## src/rtl/universal_gate_unit.sv

```systemverilog
// WIDTH-bit registered logic unit: eight bitwise functions built from a NAND cell,
// a one-deep valid/ready output register and a truth-table self-test sequencer.
module universal_gate_unit #(
   parameter int WIDTH = 8
) (
   input  logic             clk,
   input  logic             rst,
   input  logic             in_valid,
   output logic             in_ready,
   input  logic [WIDTH-1:0] a,
   input  logic [WIDTH-1:0] b,
   input  logic [2:0]       op,
   output logic             out_valid,
   input  logic             out_ready,
   output logic [WIDTH-1:0] y,
   output logic [2:0]       y_op,
   input  logic             bist_start,
   input  logic             bist_inject,
   output logic             bist_busy,
   output logic             bist_done,
   output logic             bist_pass
);

   typedef enum logic [1:0] {
      IDLE,
      RUN,
      CHECK
   } state_t;

   // Expected result bit indexed by {op, a, b}; one nibble per function, NAND in the low nibble.
   localparam logic [31:0] GOLD = 32'hC396_E817;

   state_t           state_q;
   logic [4:0]       k_q;
   logic             fail_q;
   logic             done_q;
   logic             pass_q;
   logic             cmpValid_q;
   logic [WIDTH-1:0] cmpRes_q;
   logic [WIDTH-1:0] cmpGold_q;

   logic             outValid_q, outValid_d;
   logic [WIDTH-1:0] y_q, y_d;
   logic [2:0]       yOp_q, yOp_d;

   logic             busy;
   logic             inReady;
   logic             transfer;
   logic             mismatch;
   logic [2:0]       opSel;
   logic [WIDTH-1:0] aSel, bSel;
   logic [WIDTH-1:0] result;
   logic [WIDTH-1:0] injMask;

   logic [WIDTH-1:0] notA, notB, nandAB, andAB, orAB, norAB;
   logic [WIDTH-1:0] xorN2, xorN3, xorAB, xnorAB, bufA;

   function automatic logic [WIDTH-1:0] nandCell(input logic [WIDTH-1:0] x, input logic [WIDTH-1:0] z);
      return ~(x & z);
   endfunction

   // The done cycle still counts as busy so the sequencer cannot be re-armed until it drops.
   assign busy      = (state_q != IDLE) || done_q;
   assign inReady   = !busy && (!outValid_q || out_ready);
   assign transfer  = in_valid && inReady;
   assign mismatch  = (cmpRes_q != cmpGold_q);

   assign opSel = busy ? k_q[4:2] : op;
   assign aSel  = busy ? {WIDTH{k_q[1]}} : a;
   assign bSel  = busy ? {WIDTH{k_q[0]}} : b;

   always_comb begin
      notA   = nandCell(aSel, aSel);
      notB   = nandCell(bSel, bSel);
      nandAB = nandCell(aSel, bSel);
      andAB  = nandCell(nandAB, nandAB);
      orAB   = nandCell(notA, notB);
      norAB  = nandCell(orAB, orAB);
      xorN2  = nandCell(aSel, nandAB);
      xorN3  = nandCell(bSel, nandAB);
      xorAB  = nandCell(xorN2, xorN3);
      xnorAB = nandCell(xorAB, xorAB);
      bufA   = nandCell(notA, notA);
      unique case (opSel)
         3'd0:    result = nandAB;
         3'd1:    result = norAB;
         3'd2:    result = andAB;
         3'd3:    result = orAB;
         3'd4:    result = xorAB;
         3'd5:    result = xnorAB;
         3'd6:    result = notA;
         default: result = bufA;
      endcase
   end

   always_comb begin
      injMask    = '0;
      injMask[0] = bist_inject;
   end

   // Self-test: each RUN cycle captures one vector and checks the one captured the cycle before.
   always_ff @(posedge clk or posedge rst) begin
      if (rst) begin
         state_q    <= IDLE;
         k_q        <= '0;
         fail_q     <= 1'b0;
         done_q     <= 1'b0;
         pass_q     <= 1'b0;
         cmpValid_q <= 1'b0;
         cmpRes_q   <= '0;
         cmpGold_q  <= '0;
      end else begin
         done_q <= 1'b0;
         unique case (state_q)
            IDLE: begin
               if (bist_start && !outValid_q && !done_q) begin
                  state_q    <= RUN;
                  k_q        <= '0;
                  fail_q     <= 1'b0;
                  pass_q     <= 1'b0;
                  cmpValid_q <= 1'b0;
               end
            end
            RUN: begin
               cmpRes_q   <= result ^ injMask;
               cmpGold_q  <= {WIDTH{GOLD[k_q]}};
               cmpValid_q <= 1'b1;
               if (cmpValid_q && mismatch) fail_q <= 1'b1;
               k_q <= k_q + 5'd1;
               if (k_q == 5'd31) state_q <= CHECK;
            end
            CHECK: begin
               done_q     <= 1'b1;
               pass_q     <= !(fail_q || mismatch);
               fail_q     <= fail_q || mismatch;
               cmpValid_q <= 1'b0;
               state_q    <= IDLE;
            end
            default: state_q <= IDLE;
         endcase
      end
   end

   always_comb begin
      outValid_d = outValid_q;
      y_d        = y_q;
      yOp_d      = yOp_q;
      if (transfer) begin
         outValid_d = 1'b1;
         y_d        = result;
         yOp_d      = opSel;
      end else if (out_ready) begin
         outValid_d = 1'b0;
      end
   end

   always_ff @(posedge clk or posedge rst) begin
      if (rst) begin
         outValid_q <= 1'b0;
         y_q        <= '0;
         yOp_q      <= '0;
      end else begin
         outValid_q <= outValid_d;
         y_q        <= y_d;
         yOp_q      <= yOp_d;
      end
   end

   assign in_ready  = inReady;
   assign out_valid = outValid_q;
   assign y         = y_q;
   assign y_op      = yOp_q;
   assign bist_busy = busy;
   assign bist_done = done_q;
   assign bist_pass = pass_q;

endmodule

```

## config.mk

```make
export PLATFORM = sky130hd
export DESIGN_NAME = universal_gate_unit
export DESIGN_NICKNAME = d
export VERILOG_FILES = /design/src/rtl/universal_gate_unit.sv
export SDC_FILE = /design/constraint.sdc
export NUM_CORES = 1
export LEC_CHECK = 0
export CAP_MARGIN = 20
export CORE_ASPECT_RATIO = 1.5
export CORE_UTILIZATION = 50
export CTS_CLUSTER_DIAMETER = 150
export DETAILED_ROUTE_END_ITERATION = 16
export PLACE_DENSITY = 0.82
export SKIP_LAST_GASP = 1
export SLEW_MARGIN = 20
export SYNTH_ARGS = -nofsm -noshare
export SYNTH_HDL_FRONTEND = slang
export SYNTH_SLANG_ARGS = --single-unit
```

## constraint.sdc

```tcl
create_clock -name clk -period 8.49 [get_ports clk]
set_clock_uncertainty 0.15 [all_clocks]
set_input_delay 1.698 -clock clk [delete_from_list [all_inputs] [get_ports clk]]
set_output_delay 1.698 -clock clk [all_outputs]
set_load 0.03 [all_outputs]
```

==> results of run 1 <==
## sequential cells by signal (all words and copies together) (netlist names)
| name | cells |
|---|---|
| bist_pass | 1 |
| k_q | 5 |
| cmpRes_q | 8 |
| y | 8 |
| cmpValid_q | 1 |
| out_valid | 1 |
| y_op | 3 |
| bist_done | 1 |
| fail_q | 1 |
| state_q | 2 |
| cmpGold_q | 1 |
## worst min path at each step
stage	start	end	slack, ns	cells past startpoint
after floorplan	cmpRes_q[2]$_DFFE_PP0P_	cmpRes_q[2]$_DFFE_PP0P_	0.32	2
after global placement	y[0]$_DFFE_PP0P_	y[0]$_DFFE_PP0P_	0.31	1
after detailed placement	y_op[2]$_DFFE_PP0P_	y_op[2]$_DFFE_PP0P_	0.32	2
after CTS	y_op[2]$_DFFE_PP0P_	y_op[2]$_DFFE_PP0P_	0.33	2
after global routing	y[0]$_DFFE_PP0P_	y[0]$_DFFE_PP0P_	0.35	1
final	y_op[2]$_DFFE_PP0P_	y_op[2]$_DFFE_PP0P_	0.33	2
## layout by cell type, fill, tap and decap left out, types with 4 or more instances in the layout
master           count
a22oi_1              6
xnor2_1              4
ha_1                26
nand2_1             29
mux2_2               7
clkdlybuf4s50_1     40
a21oi_1             25
nor3_1               6
o211ai_1             4
clkbuf_8             5
a31oi_1              5
dfrtp_1             32
nand3_1             10
nor2_1              13
a21o_1              10
o21ai_0             23
o31ai_1              5
mux2i_1             11
inv_1               29
## critical path, cell delays in order
cell and delay (ns):
clkdlybuf4s50_1 0.45, inv_1 0.05, a21oi_1 0.20, clkdlybuf4s50_1 0.71
## power by group through the flow
| stage | clock network [mW] | registers [mW] | logic (mW) |
|---|---|---|---|
| floorplan | 0 | 0.313 | 0.584 |
| global placement | 0 | 0.275 | 0.799 |
| detailed placement | 0 | 0.279 | 0.827 |
| CTS | 0.149 | 0.276 | 0.831 |
| global route | 0.153 | 0.286 | 0.930 |
| finish | 0.146 | 0.276 | 0.834 |
## stage by stage
stage,utilization,total power [mW],instance area (um^2),setup WS [ns]
after floorplan,-,0.897,2620,4.38
after global placement,0.620,1.07,3050,3.60
after detailed placement,0.620,1.11,3050,3.51
after CTS,0.642,1.26,3160,3.51
after global routing,0.642,1.37,3160,3.42
final,0.642,1.26,3160,3.53
## layer usage
layer  global-route usage  share of wire  vias up
li1                     -              -     1166
met2                0.414           0.51       73
met5                    0              0        -
met3               0.0244          0.039       13
met1                0.319           0.42     1146
met4                0.114          0.025        0
## Yosys cell counts (5+ instances only)
| library cell | count |
|---|---|
| a21o_1 | 10 |
| nand2_1 | 29 |
| a21oi_1 | 25 |
| a22oi_1 | 6 |
| o31ai_1 | 5 |
| clkbuf_1 | 8 |
| nor3_1 | 6 |
| inv_1 | 29 |
| o21ai_0 | 23 |
| nand3_1 | 10 |
| mux2i_1 | 11 |
| mux2_2 | 7 |
| nor2_1 | 13 |
| a31oi_1 | 5 |
| dfrtp_1 | 32 |
| ha_1 | 26 |
## cells by family (layout without fill, tap and decap cells)
kind of cell             count (synthesis)  count (layout)  synth area share
AO/OA/AOI/OAI                           99              99             0.244
AND/OR/NAND/NOR                         77              77             0.143
buffers and inverters                   46              81            0.0730
flip-flops                              32              32             0.305
adder cells (fa/ha/maj)                 26              26             0.124
multiplexers                            21              21            0.0916
XOR/XNOR                                 6               6            0.0200
## area by class of cell
| type | count | area (um^2) | area share |
|---|---|---|---|
| clock buffers | 5 | 68.8 | 0.0217 |
| inverters | 30 | 115 | 0.0364 |
| clock inverters | 3 | 42.5 | 0.0134 |
| repair buffers | 43 | 423 | 0.134 |
| flip-flops and latches | 32 | 801 | 0.253 |
| well taps | 66 | 82.6 | 0.0261 |
| multi-input cells | 229 | 1630 | 0.516 |
==> metrics, run 1 <==
status=finished clean; First DRT Iteration DRCs=104; total of max-cap violations=0; reg2reg path depth=13; largest net degree at the start of global routing=33; Core Region=4930 um^2; Seq cells post-synth=32; total global routing track utilization=0.251; Yosys top cell area share=0.305; RSZ-0062 raised after global routing=no; Hold Buf Count CTS=0; clock latency on the worst-skew pair=0.29 ns; Vias=~2,400; crit path time final=4.96 ns; Post-Syn Nets=358; Fin Setup TNS=0 ns; Clk network pwr share=0.116; Worst EP arrival=3.11 ns; post-synthesis sequential area ratio=0.305; Synth cell types=58; diodes inserted=0; peak supply drop=191 uV; asr flop ratio synth=1.00; total CTS buffers=5; WL/cell=15.2 um; sequential share of power=0.220; die area=5550 um^2; R2R Path End=cmpRes_q[0]$_DFFE_PP0P_; Finished Layout Cells=408; row cnt=31; global route overflow=0; Pins Over Slew Limit=0; gpl congestion=0.835; Nets=392; crit path kind=in -> out; vias per inst=between 5 and 6; initial antenna violation count=0; syn avg cell area=approximately 8.5 um^2; post-synthesis cell count=307; Post-CTS Resized=0; max_slew headroom=0.374; fillers=about 450; R2R setup slack=roughly 5 ns; crit-path max FO=2; initial core utilization=0.533; hpwl dp=4.61 mm; post-placement cell count=400; layout cells sized above 1=0.0819; CTS tree=yes; IO Count=41; worst-margin pin slew=0.921 ns; final hold slack=about 0.33 ns; Cell Pwr Density=a little under 400 nW/um^2; Die Width=61.1 um; Die H=90.7 um; TritonCTS sink count=32; DRT antenna net count=0; Port-buffer cells=40; P_leak=around 1.5 nW; Pint=654 uW; worst setup path end=in_ready; Logic pwr share=0.664; Sw Share=0.479; worst path required time=6.64 ns; CP Launch Point=out_ready; final count of negative-setup-slack endpoints=0; Mapped Area=between 2000 and 3000 um^2; Yosys warnings=0; Layout Area Growth over Synthesis=20.6%; Tcrit/Tclk final=0.584; Final Hold Fails=0; switching power=602 uW; first-pass GRT wire length=10.7 mm; htree depth=2; top cell type by total area after synthesis=dfrtp_1; first-pass detailed-route iteration total=4; vias in the first global route=~2,400; min-delay worst type=reg -> reg; Clock Root Buffer=clkbuf_8; Worst-path clk slew=0.07 ns; startpoint class of the critical path=input port; DR DRC count=0; EDFF count, synth=0; WL final=6.19 mm; worst r2r src=state_q[0]$_DFFE_PP0P_; main flop type after synthesis=dfrtp_1; Worst setup EP type=output port; Setup Buffers After CTS=0; maximum clock rate=0.202 GHz; synth top area cells=dfrtp_1 (31%), ha_1 (12%), a21oi_1 (4.8%); Clock Tree Buf Depth=2
No activity file was read; power rests on OpenSTA's default activity.
==> run 2: changes to the inputs <==
==> constraint.sdc (replaced) <==
create_clock -name clk -period 4.9 [get_ports clk]
set_clock_uncertainty 0.15 [all_clocks]
set_input_delay 0.98 -clock clk [delete_from_list [all_inputs] [get_ports clk]]
set_output_delay 0.98 -clock clk [all_outputs]
set_load 0.03 [all_outputs]
==> run 2 against run 1 <==
Critical path depth up 2. Register-to-register slack worse by 3.8 ns. Sequential share of layout area decreased by 0.060 points. Largest cell class unchanged. Clock power increased by 74%. Via count increased by 0.67%. Flip-flop and latch count unchanged. Cell count grew 0.25%. Power increased by 74%. Core utilization is 0.15 points higher. Largest power group unchanged. Worst setup slack lost 2.5 ns. First-iteration DRC count shrank 3.8%. Clock-buffer cell count unchanged. Critical path type is now reg -> out.
==> metrics, run 2 (synthesized netlist as in run 1, its figures left out) <==
status=finished clean (unchanged); clock latency on the worst-skew pair=0.29 ns (about the same); Die H=90.7 um (unchanged); min-delay worst type=reg -> reg (unchanged); vias in the first global route=2,449 (was 2,351); IO Count=41 (unchanged); initial antenna violation count=0 (unchanged); layout cells sized above 1=0.0845 (was 0.0819); Setup Buffers After CTS=0 (unchanged); worst-margin pin slew=0.749 ns (was 0.921 ns); total global routing track utilization=0.261 (was 0.251); Final Cell Area=3170 um^2 (was 3160 um^2); maximum clock rate=0.256 GHz; die area=5550 um^2 (unchanged); Register Area=801 um^2 (unchanged); Worst setup EP type=output port (unchanged); Post-CTS Resized=0 (unchanged); startpoint class of the critical path=register (was input port); total of max-cap violations=0 (unchanged); total CTS buffers=5 (unchanged); fillers=435 (was 453); RSZ-0062 raised after global routing=no (unchanged); Vias=2,414 (was 2,398); Port-buffer cells=40 (unchanged); Final Hold Fails=0 (unchanged); crit path kind=reg -> out (was in -> out); worst path required time=3.77 ns (was 6.64 ns); final design utilization=0.644 (was 0.642); total power=2.19 mW (was 1.26 mW); DR DRC count=0 (unchanged); Clock Root Buffer=clkbuf_8 (unchanged); Worst EP arrival=2.78 ns (was 3.11 ns); CTS tree=yes (unchanged); Fin Setup TNS=0 ns (unchanged); first-pass detailed-route iteration total=4 (unchanged); Hold Buf Count CTS=0 (unchanged); Layout Area Growth over Synthesis=20.9% (was 20.6%); first-pass GRT wire length=11.1 mm (was 10.7 mm); most frequent cells in the layout=clkdlybuf4s50_1 (40), dfrtp_1 (32), inv_1 (29), nand2_1 (29), ha_1 (26) (unchanged); Worst-path clk slew=0.07 ns (about the same); Cell Pwr Density=691 nW/um^2 (was 397 nW/um^2); commonest non-fill, non-tap cell in the layout=clkdlybuf4s50_1 (unchanged); max_slew headroom=0.499 (was 0.374); gpl congestion=0.893 (was 0.835); hpwl dp=4.85 mm (was 4.61 mm); diodes inserted=0 (unchanged); htree depth=2 (unchanged); Clock Tree Buf Depth=2 (unchanged); TritonCTS sink count=32 (unchanged); Nets=393 (was 392); area of the multi-input gates=1630 um^2 (unchanged); Core Region=4930 um^2 (unchanged); row cnt=31 (unchanged); final worst slack=0.992 ns (was 3.53 ns); Die Width=61.1 um (unchanged); DRT antenna net count=0 (unchanged); peak supply drop=348 uV (was 191 uV); R2R setup slack=1.21 ns (was 5.01 ns); initial core utilization=0.533 (unchanged); WL final=6.41 mm (was 6.19 mm); First DRT Iteration DRCs=100 (was 104); crit path time final=3.91 ns; crit-path max FO=13 (was 2); pre-CTS WS=1.33 ns (was 3.51 ns); P_leak=1.46 nW (about the same); largest net degree at the start of global routing=33 (unchanged); Cell Area, Placed=3060 um^2 (was 3050 um^2); final count of negative-setup-slack endpoints=0 (unchanged); WL/cell=15.7 um (was 15.2 um); global route overflow=0 (unchanged); Pins Over Slew Limit=0 (unchanged); vias per inst=5.90 (was 5.88); Tcrit/Tclk final=0.798
## run 2: cell count changes in the layout (fill, tap and decap cells not counted)
| cell | before | now |
|---|---|---|
| buf_4 | 3 | 4 |
## run 2: metrics by stage
stage / hold slack [ns] / std cells
after global placement: 0.314 / 401
after global routing: 0.370 / 409
after detailed placement: 0.323 / 401
after floorplan: 0.322 / 307
final: 0.333 / 409
after CTS: 0.344 / 409
## run 2: final timing paths
kind / cells after the start / endpoint / startpoint
max: 6 / in_ready / state_q[0]$_DFFE_PP0P_
min: 2 / y[5]$_DFFE_PP0P_ / y[5]$_DFFE_PP0P_
max reg2reg: 12 / cmpRes_q[0]$_DFFE_PP0P_ / state_q[0]$_DFFE_PP0P_
max in group asynchronous: 3 / cmpValid_q$_DFFE_PP0P_ / rst
min in group asynchronous: 3 / y[4]$_DFFE_PP0P_ / rst
min reg2reg: 2 / y[5]$_DFFE_PP0P_ / y[5]$_DFFE_PP0P_
## run 2: critical path: stages, from the launching register on
cell and delay (ns):
dfrtp_1 0.42, inv_1 0.13, ha_1 0.25, nor2b_2 0.66, inv_4 0.11, a21oi_1 0.21, clkdlybuf4s50_1 0.71
## run 2: routing by layer
layer	track usage	share of wire	vias up
li1	-	-	1173
met1	0.323	0.43	1142
met2	0.428	0.50	85
met3	0.0344	0.043	14
met4	0.131	0.031	0
met5	0	0	-
## run 2: cell type report
class / instances / share of cell area
Clock buffer: 5 / 0.0217
Clock inverter: 3 / 0.0134
Multi-Input combinational cell: 229 / 0.514
Tap cell: 66 / 0.0260
Inverter: 30 / 0.0363
Sequential cell: 32 / 0.252
Timing Repair Buffer: 44 / 0.136
## run 2: power by group
| group | total (mW) | switching [mW] | internal, mW |
|---|---|---|---|
| Clock | 0.254 | 0.103 | 0.150 |
| Sequential | 0.477 | 0.0961 | 0.381 |
| Combinational | 1.46 | 0.854 | 0.607 |
| Total | 2.19 | 1.05 | 1.14 |
